`config.mk`:
```
export PLATFORM = sky130hd
export DESIGN_NAME = writeback_unit
export DESIGN_NICKNAME = d
export VERILOG_FILES = /design/src/rtl/pipeline_pkg.sv /design/src/rtl/regfile_bypass.sv /design/src/rtl/writeback_unit.sv
export SDC_FILE = /design/constraint.sdc
export NUM_CORES = 1
export LEC_CHECK = 0
export BUFFER_PORTS_ARGS = -buffer_cell sky130_fd_sc_hd__buf_2
export CAP_MARGIN = 20
export CORE_MARGIN = 10
export CORE_UTILIZATION = 30
export CTS_CLUSTER_SIZE = 30
export DETAILED_ROUTE_END_ITERATION = 12
export SYNTH_ARGS = -nofsm -noshare
export SYNTH_HDL_FRONTEND = slang
export SYNTH_HIERARCHICAL = 1
export SYNTH_SLANG_ARGS = --single-unit
```
`constraint.sdc`:
```
create_clock -name clock -period 2.8 [get_ports clock]
set_input_delay 0.7 -clock clock [delete_from_list [all_inputs] [get_ports clock]]
set_output_delay 0.7 -clock clock [all_outputs]
set_load 0.01 [all_outputs]
```
`src/rtl/pipeline_pkg.sv`:
```
// Shared pipeline definitions: instruction field layout, opcodes, datapath width
// and the writeback FSM state encoding.
package pipeline_pkg;

    localparam int DATA_W   = 20;
    localparam int INSTR_W  = 20;

    localparam int OPCODE_MSB = 19;
    localparam int OPCODE_LSB = 16;
    localparam int RD_MSB     = 15;
    localparam int RD_LSB     = 13;

    localparam logic [3:0] OP_NOP  = 4'b0000;
    localparam logic [3:0] OP_ADD  = 4'b0001;
    localparam logic [3:0] OP_SUB  = 4'b0010;
    localparam logic [3:0] OP_LD   = 4'b0011;
    localparam logic [3:0] OP_ST   = 4'b0100;
    localparam logic [3:0] OP_ADDI = 4'b0101;
    localparam logic [3:0] OP_HALT = 4'b1111;

    typedef enum logic {
        ST_RUN    = 1'b0,
        ST_HALTED = 1'b1
    } state_e;

    function automatic logic is_write_op(input logic [3:0] opcode);
        return opcode inside {OP_ADD, OP_SUB, OP_LD, OP_ADDI};
    endfunction

endpackage

```
`src/rtl/regfile_bypass.sv`:
```
// Register file with a hard-wired zero register and two combinational read
// ports that forward the in-flight write data.
module regfile_bypass #(
    parameter int DATA_W   = 20,
    parameter int NUM_REGS = 8,
    localparam int ADDR_W  = $clog2(NUM_REGS)
) (
    input  logic              clock,
    input  logic              reset,
    input  logic              write_en,
    input  logic [ADDR_W-1:0] write_addr,
    input  logic [DATA_W-1:0] write_data,
    input  logic [ADDR_W-1:0] read_addr_a,
    input  logic [ADDR_W-1:0] read_addr_b,
    output logic [DATA_W-1:0] read_data_a,
    output logic [DATA_W-1:0] read_data_b
);

    logic [DATA_W-1:0] regs [NUM_REGS];

    // NOTE: the array is built from flops, not a RAM macro, so it can and must be
    // cleared by reset; every register has to read 0 after reset.
    always_ff @(posedge clock) begin
        if (reset) begin
            for (int i = 0; i < NUM_REGS; i++) begin
                regs[i] <= '0;
            end
        end else if (write_en && write_addr != '0) begin
            regs[write_addr] <= write_data;
        end
    end

    // NOTE: each output gets a default before the overrides so no latch is inferred.
    always_comb begin
        read_data_a = regs[read_addr_a];
        if (read_addr_a == '0) begin
            read_data_a = '0;
        end else if (write_en && read_addr_a == write_addr) begin
            read_data_a = write_data;
        end
    end

    always_comb begin
        read_data_b = regs[read_addr_b];
        if (read_addr_b == '0) begin
            read_data_b = '0;
        end else if (write_en && read_addr_b == write_addr) begin
            read_data_b = write_data;
        end
    end

endmodule

```
`src/rtl/writeback_unit.sv`:
```
// Writeback stage: decodes the MEM/WB instruction, commits register writes,
// records the last write, counts retired instructions and handles HALT.
module writeback_unit #(
    parameter int DATA_W   = pipeline_pkg::DATA_W,
    parameter int NUM_REGS = 8,
    localparam int ADDR_W  = $clog2(NUM_REGS)
) (
    input  logic                               clock,
    input  logic                               reset,
    input  logic [pipeline_pkg::INSTR_W-1:0]   instruction_wb,
    input  logic [DATA_W-1:0]                  alu_result_wb,
    input  logic [DATA_W-1:0]                  mem_data_wb,
    input  logic [ADDR_W-1:0]                  rd_addr_a,
    input  logic [ADDR_W-1:0]                  rd_addr_b,
    output logic [DATA_W-1:0]                  read_data_a,
    output logic [DATA_W-1:0]                  read_data_b,
    output logic                               wb_valid,
    output logic [ADDR_W-1:0]                  wb_reg,
    output logic [DATA_W-1:0]                  wb_data,
    output logic [15:0]                        retired_count,
    output logic                               halted
);

    import pipeline_pkg::*;

    localparam logic [15:0] COUNT_MAX = 16'hFFFF;

    logic [3:0]        opcode;
    logic [ADDR_W-1:0] rd;
    logic              write_en;
    logic [DATA_W-1:0] write_data;
    logic              unused_instr_bits;
    state_e            state;

    assign opcode            = instruction_wb[OPCODE_MSB:OPCODE_LSB];
    assign rd                = instruction_wb[RD_MSB:RD_LSB];
    assign unused_instr_bits = ^instruction_wb[RD_LSB-1:0];

    assign write_en   = (state == ST_RUN) && is_write_op(opcode) && (rd != '0);
    assign write_data = (opcode == OP_LD) ? mem_data_wb : alu_result_wb;

    regfile_bypass #(
        .DATA_W   (DATA_W),
        .NUM_REGS (NUM_REGS)
    ) u_regfile (
        .clock       (clock),
        .reset       (reset),
        .write_en    (write_en),
        .write_addr  (rd),
        .write_data  (write_data),
        .read_addr_a (rd_addr_a),
        .read_addr_b (rd_addr_b),
        .read_data_a (read_data_a),
        .read_data_b (read_data_b)
    );

    // NOTE: sequential state uses non-blocking assignments so every register
    // samples pre-edge values, independent of statement order.
    always_ff @(posedge clock) begin
        if (reset) begin
            state         <= ST_RUN;
            halted        <= 1'b0;
            retired_count <= '0;
            wb_valid      <= 1'b0;
            wb_reg        <= '0;
            wb_data       <= '0;
        end else begin
            wb_valid <= write_en;
            wb_reg   <= rd;
            wb_data  <= write_data;
            // HALT itself retires; after that the unit is frozen until reset.
            if (state == ST_RUN) begin
                if (opcode != OP_NOP && retired_count != COUNT_MAX) begin
                    retired_count <= retired_count + 16'd1;
                end
                if (opcode == OP_HALT) begin
                    state  <= ST_HALTED;
                    halted <= 1'b1;
                end
            end
        end
    end

endmodule

```
# == Yosys cells after proc, flatten, opt, wreduce, memory -nomap -nowiden ==
# Memory sizes are Yosys's and may differ from the RTL's.
# Index checks and enable logic that the tools add are counted.
# totals
regBits,42
ramBits,160
inputBits,68
out_inout_bits,81
elab_cells,46
mem_count,1
# classes
n_addsub,1
eq_ne,8
muxes,15
bitwise_logic,1
reduce_logical,14
# mem_list
name,depth,width,read_ports,rd_clocked_by_memory_dff,wr,line_no,source
u_regfile.regs,8,20,2,0,8,regfile_bypass.sv:19,logic [DATA_W-1:0] regs [NUM_REGS];
# ops
cell,count
two-way mux 20 bit,6
OR reduction 20 bit,1
"adder 16 x 1 -> 16 bit, second input constant",1
"inequality test 16 bit, second input constant",1
"== test 4 x 2 -> 1 bit, second input constant",2
two-way mux 1 bit,8
nonzero test 4 bit,2
== test 3 bit,2
logical AND 1 bit,6
zero test 3 bit,2
"== test 4 x 1 -> 1 bit, second input constant",1
"== test 4 x 3 -> 1 bit, second input constant",1
"== test 4 bit, second input constant",1
AND reduction 2 bit,2
two-way mux 3 bit,1
nonzero test 3 bit,1
inverter 1 bit,1

# == Longest topological paths before layout ==
# logic_depth
ltp_word,10
mapped_depth,7
ltp_nobuf,5

# == Hierarchy ==
# Netlist, hierarchy kept.
# by_module_without_submodules
module,n_inst,cells_each,area_per_inst_um2,seq_area_each_um2
regfile_bypass,1,670,8877.3,4804.6
writeback_unit,1,189,1844.3,840.8

# == Worst setup path after synthesis ==
# No wires, ideal clock.
# synth_timing
path_type,input -> output
start,input instruction_wb[18] (netlist name)
end,output read_data_b[10]
t_arrival_ns,2.311
t_required_ns,2.100
slack_ns,-0.211
path_stages,7
n_path_buf,2
cell_sequence,a211o_1 > nor3_1 > and4_1 > buf_2 > buf_2 > a211oi_1 > nor3_1
# synth_via
elab_chain_len,7
elab_cells_between_ends,11
cone_classes,4 x eq/ne; 3 x mux; 4 x reduce/logical
# synth_rtl
item,line_no,source
start: declaration,writeback_unit.sv:10,"input logic [pipeline_pkg::INSTR_W-1:0] instruction_wb,"
"== test 4 x 1 -> 1 bit, or another cell as far along",pipeline_pkg.sv:27,"return opcode inside {OP_ADD, OP_SUB, OP_LD, OP_ADDI};"
nonzero test 4 bit *,pipeline_pkg.sv:27,
logical AND 1 bit * (2 in a row),writeback_unit.sv:39,assign write_en = (state == ST_RUN) && is_write_op(opcode) && (rd != '0);
named net write_en,writeback_unit.sv:30,logic write_en;
logical AND 1 bit *,regfile_bypass.sv:47,end else if (write_en && read_addr_b == write_addr) begin
two-way mux 20 bit *,regfile_bypass.sv:47,
two-way mux 20 bit *,regfile_bypass.sv:45,if (read_addr_b == '0) begin
end: declaration,writeback_unit.sv:16,"output logic [DATA_W-1:0] read_data_b,"
# The timed path passes the listed nets; every way through them passes the cells marked *.

# == Worst setup path in the final report ==
# layout_timing
start,input instruction_wb[18] (netlist name)
end,output read_data_a[9]
# layout_via
elab_chain_len,7
elab_cells_between_ends,11
cone_classes,4 x eq/ne; 3 x mux; 4 x reduce/logical
# layout_rtl
item,line_no,source
"== test 4 x 1 -> 1 bit, or another cell as far along",pipeline_pkg.sv:27,
nonzero test 4 bit *,pipeline_pkg.sv:27,
logical AND 1 bit * (2 in a row),writeback_unit.sv:39,
named net write_en,writeback_unit.sv:30,
logical AND 1 bit *,regfile_bypass.sv:38,end else if (write_en && read_addr_a == write_addr) begin
two-way mux 20 bit *,regfile_bypass.sv:38,
two-way mux 20 bit *,regfile_bypass.sv:36,if (read_addr_a == '0) begin
end: declaration,writeback_unit.sv:15,"output logic [DATA_W-1:0] read_data_a,"
# Marked as above.

==> results.cfg <==
[outcome]
outcome = finished, violations left
violations = setup timing

[logic_synthesis]
synth-edff-count = 160
syn_area_mm2 = 0.0107
yosysSeqAreaShare_pct = 52.7
async_reset_ff_share_pct = 0
synthTopCellsByCount = edfxtp_1, and2_1, mux2i_1
synth-xor-area-share_pct = 0.560
synth.area.mux_share_pct = 18.4
synth_cell_type_count = 48
ys_warn_count = 6
synth_most_common_cell = edfxtp_1
synth_top_family_by_area = multiplexers
synthSimpleGateAreaFrac_pct = 18.1
synth_top_area_share_pct = 44.8
ys_ff_latch = 202
synth_top_cell_by_area = edfxtp_1
synth-compound-area-share_pct = 6.82
synth_cells = 859
yosys-top-cells-area = edfxtp_1, mux4_2, and2_1
synth_fa_ha_area_share_pct = 0.117
ys.flop_type = edfxtp_1
syn_area_per_cell_um2 = 12.5

[floorplan]
pin_count = 149
coreArea_mm2 = 0.0354
rows = 69
dieArea_mm2 = 0.0437
floorplan.initialDensity_pct = 30.3
die_y_um = 209
die_w_um = 209

[sta]
setup_viol = 40
fin_crit_ns = 3.29
slew_headroom_pct = 62.3
post-route-period-util_pct = 117
tightest_slew_ns = 0.560
finalHoldViolCount = 0
layout_setup_ws_ns = -0.487
finClkSkew_ns = 0.0105
holdWs_ns = 0.473
max_freq_mhz = 304
slew_viol_final = 0
rsz0062_at_grt = yes

[layout]
largest-register = u_regfile/regs
area_delta_synth_final_pct = 31.0
stdcell_count = 1575
nets = 1166
reg_top3 = u_regfile/regs x160, wb_data x20, retired_count x16
drive_gt1_share_pct = 38.7
largest_register_ffs = 160
filler_cell_count = 3400

[routing]
drcViolationCount = 0
drtIter0Drc = 391
vias = 7860
route.antenna.remaining_nets = 0
routed_wl_um = 31900
dr.pass1.iters = 5
post_drt_wl_per_cell_um = 20.2
viasPerCell = 4.99

[global_route]
grt_max_degree = 38
grt_pass1_vias = 8183
grt_pass1_wl_um = 48700
grt_usage_pct = 14.1
antenna_found_initial = 1
overflow = 0

[clock_tree]
cts_tree = built
clkLatencyLatePin_ns = 0.51
cts_buffer_depth = 3
cts_inserted_buffers = 23
htreeDepth = 1
numClockSinks = 202
clk_pin_slew_ns = 0.06
root_buffer = clkbuf_16

[power_and_ir_drop]
power_density_mw_per_mm2 = 542
peakVddDrop_uv = 365
p_leak_nw = 5.60
power_mw = 7.61

[worst_setup_path]
cp-end-kind = output port
arrival_ns = 2.59
cp_max_fo = 11
required_ns = 2.10
crit_type = input pin to output port
startpoint_type = input pin

[hold_path]
hold_class = flip-flop to flip-flop

[place]
post-dp-hpwl_um = 23500
place_congestion = 0.905
io_buffer_count = 135
place_inst = 1532

[run]
maxCapViolCount = 0
## power breakdown
| group | switching (mW) | total, mW | leakage (nW) | internal (mW) |
|---|---|---|---|---|
| logic | 0.616 | 1.16 | 3.24 | 0.546 |
| registers | 0.0628 | 3.43 | 1.99 | 3.37 |
| clock network | 1.19 | 3.02 | 0.368 | 1.83 |
## critical path, stage by stage
cell and delay [ns]:
buf_2 0.11, a211o_1 0.33, nor3_4 0.29, buf_4 0.18, nor4b_4 0.24, buf_12 0.18
a211oi_1 0.05, buf_4 0.15, nor3_4 0.18, buf_2 0.18
## logic make-up (layout without fill, tap and decap cells)
family / count (synthesis) / after routing
AOI/OAI and AO/OA: 110 / 110
xor gates and xnor gates: 6 / 6
adders and majority gates: 1 / 1
buffers and inverters: 71 / 306
DFF: 202 / 202
muxes: 142 / 142
other: 1 / 21
and+or+nand+nor: 326 / 326
## path summary, 6_finish.rpt
kind / from / end / slack, ns / cells past startpoint
setup reg to reg: state / u_regfile/regs[2][13] / 0.55 / 6
setup / recovery: instruction_wb[18] / read_data_a[9] / -0.49 / 10
hold reg to reg: halted / halted / 0.47 / 2
hold / removal: halted / halted / 0.47 / 2
## per-stage QoR
step	instance area [µm²]	setup TNS [ns]	setup slack, ns	util [%]
floorplan	10900	-0.296	-0.0317	-
global placement	13200	-14.15	-0.509	37.2
detailed placement	13200	-16.34	-0.559	37.2
CTS	14000	-13.60	-0.464	39.6
global route	14000	-17.23	-0.574	39.7
finish	14000	-13.59	-0.487	39.7
## repair_timing
action,4_1_cts,5_1_grt
pin swaps,3,0
resized for setup,25,6
endpoints found under the setup margin,40,40
hold buffers,0,0
setup buffers,1,0
## cell type report
| type | count | area [µm²] | share of cell area [%] |
|---|---|---|---|
| clock buffer | 29 | 618 | 4.40 |
| antenna | 1 | 2.50 | 0.0178 |
| inverter | 2 | 7.51 | 0.0534 |
| clock inverter | 12 | 138 | 0.980 |
| sequential | 202 | 5650 | 40.2 |
| tap | 461 | 577 | 4.11 |
| timing repair buffer | 263 | 2060 | 14.7 |
| multi-input combinational | 605 | 5000 | 35.6 |
## cell usage in the layout, fill, tap and decap left out, types with 3 or more instances in the layout
cell type	count
nand2_1	10
conb_1	20
o22ai_1	38
clkinv_2	5
edfxtp_1	160
a21oi_1	15
xnor2_1	3
nor4_1	4
nand4_1	5
or2_2	11
nor3_1	16
buf_2	131
nor2_2	9
nand2b_1	4
o31ai_1	9
buf_12	31
nor3_2	25
bufinv_16	3
o21ai_0	5
buf_6	5
dfxtp_1	41
mux2i_1	78
nor2b_1	25
mux4_2	42
nor2_1	43
buf_4	95
or4_1	9
mux2_2	21
a211oi_1	33
and2_1	140
nor3_4	3
clkbuf_16	23
and4_1	3
a211oi_2	5
clkbuf_1	4
## per-layer routing
metal / vias to the layer above / track usage (%) / wire, µm
li1: 3701 / - / -
met1: 3889 / 17.5 / 13600
met2: 217 / 24.4 / 15800
met3: 51 / 2.37 / 1740
met4: 2 / 4.59 / 814
met5: - / 0 / 20
No activity file was read; power rests on OpenSTA's default activity.
